===== config.mk =====
export PLATFORM = sky130hd
export DESIGN_NAME = mmio_uart_tx
export DESIGN_NICKNAME = d
export VERILOG_FILES = /design/src/rtl/mmio_uart_tx.sv
export SDC_FILE = /design/constraint.sdc
export NUM_CORES = 1
export LEC_CHECK = 0
export CORE_ASPECT_RATIO = 0.7
export CORE_MARGIN = 1
export CORE_UTILIZATION = 50
export DETAILED_ROUTE_END_ITERATION = 12
export HOLD_SLACK_MARGIN = 0.15
export PLACE_DENSITY = 0.77
export REMOVE_ABC_BUFFERS = 1
export SYNTH_ARGS = -nofsm -noshare
export SYNTH_HDL_FRONTEND = slang
export SYNTH_SLANG_ARGS = --single-unit

===== constraint.sdc =====
create_clock -name clk -period 11.5 [get_ports clk]
set_input_delay 1.725 -clock clk [delete_from_list [all_inputs] [get_ports clk]]
set_output_delay 1.725 -clock clk [all_outputs]
set_load 0.03 [all_outputs]

===== src/rtl/mmio_uart_tx.sv =====
// mmio_uart_tx: memory-mapped 8N1 UART transmitter with a small TX FIFO.
// Register reads are combinational so a load completes in the same cycle.
module mmio_uart_tx #(
    parameter logic [31:0] BASE_ADDRESS    = 32'h1001_0400,
    parameter int          FIFO_DEPTH      = 4,
    parameter logic [15:0] DEFAULT_DIVISOR = 16'd434
) (
    input  logic        clk,
    input  logic        reset,
    input  logic [31:0] Address,
    input  logic [31:0] WriteData,
    input  logic        MemWrite,
    input  logic        MemRead,
    output logic [31:0] ReadData,
    output logic        Hit,
    output logic        TxLine,
    output logic        TxBusy
);
    localparam int AW = $clog2(FIFO_DEPTH);

    typedef enum logic [1:0] {IDLE, START, DATA, STOP} stateType;

    stateType        state;
    logic [7:0]      fifoMem [FIFO_DEPTH];
    logic [AW-1:0]   wrPtr, rdPtr;
    logic [4:0]      count;
    logic            overflow;
    logic [15:0]     divisor, effDiv, curDiv, baudCnt;
    logic [7:0]      shifter;
    logic [2:0]      bitCnt;
    logic [1:0]      sel;
    logic [31:0]     status;
    logic            wrEn, push, pop, accept, full, empty, bitEnd;
    logic            unusedBits;

    assign unusedBits = ^{Address[1:0], WriteData[31:16]};

    always_comb begin
        Hit      = Address[31:4] == BASE_ADDRESS[31:4];
        sel      = Address[3:2];
        wrEn     = Hit && MemWrite;
        push     = wrEn && sel == 2'd0;
        full     = count == 5'(FIFO_DEPTH);
        empty    = count == 5'd0;
        bitEnd   = baudCnt == 16'd0;
        pop      = !empty && (state == IDLE || (state == STOP && bitEnd));
        accept   = push && (!full || pop);
        effDiv   = divisor == 16'd0 ? 16'd1 : divisor;
        status   = {23'b0, count, overflow, empty, full, TxBusy};
        ReadData = !(Hit && MemRead) ? 32'b0 :
                   sel == 2'd1 ? status :
                   sel == 2'd2 ? {16'b0, divisor} : 32'b0;
    end

    always_ff @(posedge clk)
        if (accept) fifoMem[wrPtr] <= WriteData[7:0];

    always_ff @(posedge clk) begin
        if (reset) begin
            wrPtr    <= '0;
            rdPtr    <= '0;
            count    <= 5'd0;
            overflow <= 1'b0;
            divisor  <= DEFAULT_DIVISOR;
        end else begin
            if (accept) wrPtr <= wrPtr + 1'b1;
            if (pop) rdPtr <= rdPtr + 1'b1;
            count <= count + 5'(accept) - 5'(pop);
            if (push && !accept) overflow <= 1'b1;
            else if (wrEn && sel == 2'd1) overflow <= 1'b0;
            if (wrEn && sel == 2'd2) divisor <= WriteData[15:0];
        end
    end

    // A pop always starts a frame, whether from IDLE or from the last STOP cycle.
    always_ff @(posedge clk) begin
        if (reset) begin
            state   <= IDLE;
            TxLine  <= 1'b1;
            TxBusy  <= 1'b0;
            shifter <= 8'd0;
            bitCnt  <= 3'd0;
            baudCnt <= 16'd0;
            curDiv  <= 16'd1;
        end else if (pop) begin
            state   <= START;
            TxLine  <= 1'b0;
            TxBusy  <= 1'b1;
            shifter <= fifoMem[rdPtr];
            bitCnt  <= 3'd0;
            curDiv  <= effDiv;
            baudCnt <= effDiv - 16'd1;
        end else if (state != IDLE) begin
            if (!bitEnd) begin
                baudCnt <= baudCnt - 16'd1;
            end else begin
                baudCnt <= curDiv - 16'd1;
                if (state == START) begin
                    state  <= DATA;
                    TxLine <= shifter[0];
                end else if (state == DATA && bitCnt != 3'd7) begin
                    bitCnt  <= bitCnt + 3'd1;
                    shifter <= shifter >> 1;
                    TxLine  <= shifter[1];
                end else if (state == DATA) begin
                    state  <= STOP;
                    TxLine <= 1'b1;
                end else begin
                    state  <= IDLE;
                    TxBusy <= 1'b0;
                end
            end
        end
    end
endmodule

==> flow_summary.toml, run 1 <==
[status]
run_status = "finished, final reports clean"

[global_route]
grt_use_total_pct = 24.7
grt_max_degree = 75
grt_pass1_wl_mm = 21.5
grt_pass1_vias = 4262
grt_overflow = 0
antenna_found_initial = 0

[setup_path]
crit_path_end = "ReadData[15]"
critPathSlowestCell = "clkdlybuf4s50_1"
r2r-end = "baudCnt[12]"
crit_path_start_kind = "primary input"
cp.required_ns = 9.78
cp-end-kind = "primary output"
max_stage_delay_ns = 0.67
rr_worst_depth = 15
cp_cell_sequence = "clkdlybuf4s50_1 > nor4_1 > nand4_1 > nor3_1 > nand2_1 > nor2_1 > and2_1 > clkdlybuf4s50_1"
worstSetupPathDepth = 8
path_buf_inv = 2
crit_fanout = 11
reg2reg_from = "count[2]"
worstSetupPathType = "in2out"
crit_path_start = "Address[11]"
crit_top_cell = "clkdlybuf4s50_1"
arrival_ns = 4.63
path_delay_family = "simple AND/OR/NAND/NOR gates"
r2r_slack_ns = 6.82

[sta]
clock_skew_ns = 0.00611
hold_violations = 0
relSlewSlack_pct = 22.0
setup_viol = 0
fmax_ghz = 0.157
drv_slew = 0
fin_crit_ns = 6.36
period_share_pct = 55.3
tightest_slew_ns = 1.17
rsz0062_at_grt = "false"
tns_ns = 0

[floorplan]
row_count = 31
floorplan.die.width_um = 127
start_util_pct = 52.2
fp.coreArea_um2 = 10500
dieArea_um2 = 11400
die_h_um = 89.6
io_pins = 103

[yosys]
netlist_area_um2 = 5480
synth_edf_count = 32
synthFlopType = "dfxtp_1"
synthTopCellsByCount = "dfxtp_1, nor2_1, nand2_1"
netlist_instances = 581
synth.most_common_cell = "dfxtp_1"
synth.area.top_cells = "dfxtp_1, edfxtp_1, nor2_1, nand2_1, ha_1"
yosys.area.top_type = "dfxtp_1"
yosysSeqAreaShare_pct = 44.9
ys_ff_latch = 107
synth_top_area_share_pct = 27.4
ys_types = 62
yosysWarnings = 0
postSynth.asyncResetShare_pct = 0
syn_area_per_cell_um2 = 9.44

[drt]
drt_iter0_drc = 377
first_pass_iters = 6
routed_via_density = 5.89
drt-total-wl_mm = 13.3
wl_per_cell_um = 17.0
drc = 0
ant_nets = 0
vias = 4611

[cells_and_area]
final_area_um2 = 6470
area.growth.synth_to_final_pct = 18.0
seqCellArea_um2 = 2460
multi_input_area_um2 = 2780
diodes = 0
nets = 717
n_fill_cell = 870
layout-drive-gt1-share_pct = 5.67

[clocking]
clock-sinks = 107
cts_buffers = 9
hold_buffers = 0
clkTransAtPathRegs_ns = 0.07
htree_levels = 3
cts_tree = "yes"
clk_latency_ns = 0.35
postCtsSetupRepairBufs = 0
cts-root-buf = "clkbuf_16"
cts_buffer_depth = 2
cts-resized-gates = 0

[power_and_ir_drop]
p_per_area_nw_per_um2 = 233
total_power_uw = 1510
ir_worst_vdd_mv = 0.100
p_leak_uw = 0.00228

[placed_design]
portBuffers = 68
postPlaceCellArea_um2 = 6180
gp_congestion = 0.881
dp_hpwl_mm = 9.37

[job]
cap_viol_max_count = 0

[hold_path]
hold_path_class = "reg2reg"
==> registers in the layout, indices dropped and copies added, names as in the netlist, named ones only <==
signal / count
shifter: 8
state: 2
rdPtr: 2
wrPtr: 2
fifoMem: 32
TxBusy: 1
count: 5
overflow: 1
baudCnt: 16
curDiv: 16
bitCnt: 3
TxLine: 1
divisor: 16
==> per-layer routing <==
metal  vias to the layer above  routed length [um]  track usage (%)
met5                         -                   0                0
met3                        23                 966             5.51
met4                         0                 233             7.14
li1                       2186                   -                -
met2                       203                6140             41.5
met1                      2199                5940             32.6
==> how the worst min path moves through the flow <==
stage | endpoint | cells past startpoint | startpoint
after floorplan | curDiv[15] | 2 | curDiv[15]
after global placement | TxLine | 2 | TxLine
after detailed placement | TxLine | 2 | TxLine
after CTS | curDiv[14] | 2 | curDiv[14]
after global routing | curDiv[3] | 2 | curDiv[3]
final | TxLine | 2 | TxLine
==> worst register-to-register path: cells and delay by family, from the launching register on <==
family,cells,cell delay [ns]
flip-flops,1,0.35
adder cells (fa/ha/maj),2,0.37
AND/OR/NAND/NOR,5,1.70
buffers and inverters,3,0.79
AO/OA/AOI/OAI,5,1.40
==> kinds of logic after synthesis <==
family	Yosys count	synth area share [%]
XOR/XNOR	13	2.08
AND/OR/NAND/NOR	220	19.2
AO/OA/AOI/OAI	127	16.0
flip-flops	107	44.9
other	1	0.0684
adder cells (fa/ha/maj)	19	4.47
multiplexers	32	7.73
buffers and inverters	62	5.52
==> cell usage in the layout (no fill, tap or decap), types with 9 or more instances in the layout <==
| cell | instances |
|---|---|
| conb_1 | 16 |
| and2_1 | 11 |
| dfxtp_1 | 75 |
| clkbuf_16 | 9 |
| mux2i_1 | 21 |
| o21ai_0 | 13 |
| nor2_1 | 70 |
| nor3_1 | 18 |
| a311oi_1 | 13 |
| clkdlybuf4s50_1 | 67 |
| a21oi_1 | 33 |
| inv_1 | 13 |
| edfxtp_1 | 32 |
| a211oi_1 | 12 |
| nand2_1 | 65 |
| ha_1 | 18 |
| nor4_1 | 13 |
==> layout make-up <==
type	instances	area share, %
Clock buffer	10	3.54
Clock inverter	6	0.986
Inverter	14	0.851
Multi-Input combinational cell	427	42.9
Sequential cell	107	38.1
Tap cell	148	2.86
Timing Repair Buffer	71	10.8
==> through the flow <==
| step | hold slack [ns] | std cells | setup slack, ns | util, % |
|---|---|---|---|---|
| CTS | 0.471 | 783 | 5.10 | 61.6 |
| finish | 0.461 | 783 | 5.14 | 61.6 |
| floorplan | 0.431 | 548 | 5.66 | - |
| detailed placement | 0.455 | 767 | 5.13 | 58.8 |
| global route | 0.497 | 783 | 4.87 | 61.6 |
| global placement | 0.441 | 767 | 5.18 | 58.8 |
==> report_power, final <==
group,internal (uW),switching [uW]
clock,169,137
combinational,266,420
sequential,451,66.6
Note: power is estimated with default switching activity, not from simulation.
==> run 2, diff against run 1 <==
clock period = 6.1 ns   (was 11.5 ns; I/O delays follow)
==> run 2 against run 1 <==
Count of clock-buffer cells in the layout down 1. Cell count unchanged. Sequential power up 88%. Combinational power up 88%. Flip-flop and latch count unchanged. Power up 88%. Clock power up 91%. Via count about the same. Non-clock buffer count unchanged. Hold slack better by 0.00066 ns. First-iteration DRC count down 16%. Worst setup slack worse by 3.8 ns. Largest power group unchanged.
==> flow_summary.toml, run 2 (synthesized netlist as in run 1, its figures left out) <==
[cells_and_area]
nets = 717
final_area_um2 = 6480
n_fill_cell = 852
area.growth.synth_to_final_pct = 18.2
final_common_cell = "dfxtp_1"
layout_common_cells = "dfxtp_1, nor2_1, clkdlybuf4s50_1, nand2_1, a21oi_1"
largest_reg_flops = 32
regMostFlops = "fifoMem"
diodes = 0
layout-drive-gt1-share_pct = 5.98

[sta]
fin_crit_ns = 4.71
relSlewSlack_pct = 21.7
clock_skew_ns = 0.00550
drv_slew = 0
period_share_pct = 77.2
tightest_slew_ns = 1.17
tns_ns = 0
setup_viol = 0
hold_violations = 0
rsz0062_at_grt = "false"
fmax_ghz = 0.212

[job]
cap_viol_max_count = 0

[global_route]
grt.busiest_layer = "met2"
grt_max_degree = 75
globalRouteMet1Util_pct = 31.8
antenna_found_initial = 0
grt_use_total_pct = 24.1
grt_pass1_wl_mm = 21.1
grt_overflow = 0
grt_pass1_vias = 4295
use_met3_pct = 5.15
global_route.usage.met2_pct = 39.7

[drt]
drt_iter0_drc = 316
drt-total-wl_mm = 12.9
ant_nets = 0
routed_via_density = 5.89
vias = 4609
wl_per_cell_um = 16.4
drc = 0
first_pass_iters = 5

[power_and_ir_drop]
p_switching_uw = 1170
p_per_area_nw_per_um2 = 439
ir_worst_vdd_mv = 0.227
p_seq_share_pct = 34.1
p_leak_uw = 0.00228
pwr-share-comb_pct = 45.3
clockPowerShare_pct = 20.6
netSwitchingFraction_pct = 41.2
p_int_uw = 1670

[status]
run_status = "finished, final reports clean"

[clocking]
clk_latency_ns = 0.35
cts_tree = "yes"
cts-resized-gates = 0
clock-sinks = 107
htree_levels = 3
cts_buffer_depth = 2
cts_buffers = 9
cts-root-buf = "clkbuf_16"
clkTransAtPathRegs_ns = 0.07
postCtsSetupRepairBufs = 0
hold_buffers = 0

[placed_design]
postPlaceCellArea_um2 = 6180
gp_congestion = 0.884
portBuffers = 68
dp_hpwl_mm = 9.19

[floorplan]
die_h_um = 89.6
row_count = 31
fp.coreArea_um2 = 10500
io_pins = 103
floorplan.die.width_um = 127
dieArea_um2 = 11400
start_util_pct = 52.2

[setup_path]
arrival_ns = 3.79
rr_worst_depth = 14
r2r_slack_ns = 1.60
crit_fanout = 11
crit_path_start_kind = "primary input"
crit_path_start = "Address[11]"
cp-end-kind = "primary output"
cp.required_ns = 5.18
crit_path_end = "ReadData[14]"
r2r-end = "baudCnt[10]"
worstSetupPathType = "in2out"
reg2reg_from = "count[2]"

[hold_path]
min_path_cells = 2
hold_path_class = "reg2reg"
-- run 2: cell types whose count changed in the layout (fill, tap and decap cells not counted) --
cell and change:
clkinv_1 -1, clkinvlp_4 +1, clkbuf_1 -1, clkinv_4 +1
-- run 2: worst min-delay path by stage --
stage / from / end / slack [ns]
after CTS: curDiv[14] / curDiv[14] / 0.47
after global routing: curDiv[15] / curDiv[15] / 0.49
after global placement: TxLine / TxLine / 0.44
final: TxLine / TxLine / 0.46
after detailed placement: TxLine / TxLine / 0.45
after floorplan: curDiv[15] / curDiv[15] / 0.43
-- run 2: layer usage --
layer	vias to the layer above	part of all wire (%)
li1	2179	-
met1	2167	45
met2	235	46
met3	28	7.3
met4	0	2.0
met5	-	0
-- run 2: cell type report --
| cell class | count | area, um^2 | share of cell area, % |
|---|---|---|---|
| well taps | 148 | 185 | 2.86 |
| clock inverters | 7 | 76.3 | 1.18 |
| inverters | 14 | 55.1 | 0.850 |
| multi-input cells | 427 | 2780 | 42.9 |
| clock buffers | 9 | 225 | 3.48 |
| flip-flops and latches | 107 | 2460 | 38.0 |
| repair buffers | 71 | 698 | 10.8 |
-- run 2: power groups by stage --
stage	clock (uW)	sequential (uW)	combinational [uW]
detailed placement	0	985	1260
floorplan	0	960	943
global route	623	990	1420
finish	586	972	1290
global placement	0	980	1220
CTS	596	972	1270
-- run 2: critical path, stage by stage --
cell and delay [ns]:
clkdlybuf4s50_1 0.45, nor4_1 0.28, nand4_1 0.13, nor3_1 0.42, nand2_1 0.36, nor2_1 0.38
and2_1 0.18, clkdlybuf4s50_1 0.67
-- run 2: metrics by stage --
| step | instances | setup WS, ns | hold WS, ns | util (%) | power (uW) |
|---|---|---|---|---|---|
| after floorplan | 548 | 1.65 | 0.431 | - | 1900 |
| after global placement | 767 | 1.39 | 0.441 | 58.8 | 2200 |
| after detailed placement | 767 | 1.33 | 0.453 | 58.8 | 2250 |
| after CTS | 783 | 1.37 | 0.465 | 61.6 | 2840 |
| after global routing | 783 | 1.12 | 0.489 | 61.6 | 3030 |
| final | 783 | 1.39 | 0.462 | 61.6 | 2850 |
==> run 3, diff against run 2 <==
clock period = 4.4 ns   (was 6.1 ns; I/O delays follow)
==> run 3 against run 2 <==
Cell area is 1.5% higher. Worst setup slack got worse by 0.78 ns. Hold slack worse by 0.00091 ns. Utilization grew 0.92 points. Highest routed layer unchanged.
==> flow_summary.toml, run 3 (synthesized netlist as in run 1, its figures left out) <==
[setup_path]
crit_path_start_kind = "primary input"
cp_cell_sequence = "clkdlybuf4s50_1 > nor4_1 > nand4_1 > nor3_1 > buf_4 > nand2_1 > nor2_1 > and2_1 > clkdlybuf4s50_1"
path_delay_family = "buffers and inverters"
max_stage_delay_ns = 0.67
crit_fanout = 6
rr_worst_depth = 16
cp.required_ns = 3.74
critPathSlowestCell = "clkdlybuf4s50_1"
cp-end-kind = "primary output"
crit_top_cell = "clkdlybuf4s50_1"
path_buf_inv = 3
arrival_ns = 3.13
worstSetupPathType = "in2out"
worstSetupPathDepth = 9

[sta]
fmax_ghz = 0.264
clock_skew_ns = 0.00725
drv_slew = 0
rsz0062_at_grt = "false"
relSlewSlack_pct = 36.4
fin_crit_ns = 3.79
setup_viol = 0
period_share_pct = 86.1
tightest_slew_ns = 0.955
tns_ns = 0
hold_violations = 0

[drt]
ant_nets = 0
routed_via_density = 5.83
vias = 4619
drt-total-wl_mm = 13.3
drt_iter0_drc = 328
wl_per_cell_um = 16.8
drc = 0
first_pass_iters = 5

[placed_design]
postPlaceCellArea_um2 = 6250
portBuffers = 68
dp.cells = 776
dp_hpwl_mm = 9.62
gp_congestion = 0.899

[floorplan]
fp.coreArea_um2 = 10500
row_count = 31
dieArea_um2 = 11400
die_h_um = 89.6
floorplan.die.width_um = 127
start_util_pct = 52.2
io_pins = 103

[status]
run_status = "finished, final reports clean"

[global_route]
grt_use_total_pct = 24.8
grt_pass1_wl_mm = 21.7
grt_max_degree = 47
antenna_found_initial = 0
grt_overflow = 0
grt_pass1_vias = 4309

[power_and_ir_drop]
p_leak_uw = 0.00234
p_per_area_nw_per_um2 = 620
ir_worst_vdd_mv = 0.269

[cells_and_area]
final_common_cell = "dfxtp_1"
fin_util_pct = 62.6
layout-drive-gt1-share_pct = 7.45
regMostFlops = "fifoMem"
diodes = 0
largest_reg_flops = 32
area.growth.synth_to_final_pct = 19.9
fin_cells = 792
nets = 726
final_area_um2 = 6580
layout_common_cells = "dfxtp_1, nor2_1, clkdlybuf4s50_1, nand2_1, a21oi_1"

[clocking]
clock-sinks = 107
clkTransAtPathRegs_ns = 0.07
cts-root-buf = "clkbuf_16"
hold_buffers = 0
cts_buffers = 9
cts_tree = "yes"
postCtsSetupRepairBufs = 0
cts_buffer_depth = 2
clk_latency_ns = 0.35
cts-resized-gates = 0
htree_levels = 3

[hold_path]
min_path_cells = 2
hold_path_class = "reg2reg"

[job]
cap_viol_max_count = 0
## run 3: stage by stage
stage          setup slack [ns]  power (uW)  hold slack, ns
2_1_floorplan             0.205        2640           0.431
3_3_place_gp              0.521        3110           0.440
3_5_place_dp              0.418        3170           0.454
4_1_cts                   0.529        4070           0.464
5_1_grt                   0.365        4360           0.484
6_report                  0.613        4080           0.461
## run 3: power by group
part	switching [uW]	internal, uW
clock	381	509
combinational	1110	728
sequential	170	1180
total	1660	2420
## run 3: final cells by class
type | instances | area (um^2)
fill | 868 | 3940
timing repair buffer | 80 | 766
clock buffer | 9 | 225
sequential | 107 | 2460
inverter | 14 | 55.1
clock inverter | 7 | 105
multi-input combinational | 427 | 2780
tap | 148 | 185
## run 3: layer usage
metal	vias to the layer above	global-route usage (%)	share of wire, %
met5	-	0	0
met4	0	7.47	2.4
met3	33	5.81	7.3
met2	200	40.6	45
met1	2187	33.2	46
li1	2199	-	-
## run 3: tightest hold or removal path: stages, from the launching register on
cell and delay [ns]:
dfxtp_1 0.31, nand2_1 0.05, a21oi_1 0.05
## run 3: path summary, 6_finish.rpt
path | from | endpoint | slack (ns)
worst max register to register | count[3] | count[4] | 0.63
worst max-delay path | Address[11] | ReadData[15] | 0.61
worst min-delay path | curDiv[14] | curDiv[14] | 0.46
worst min register to register | curDiv[14] | curDiv[14] | 0.46
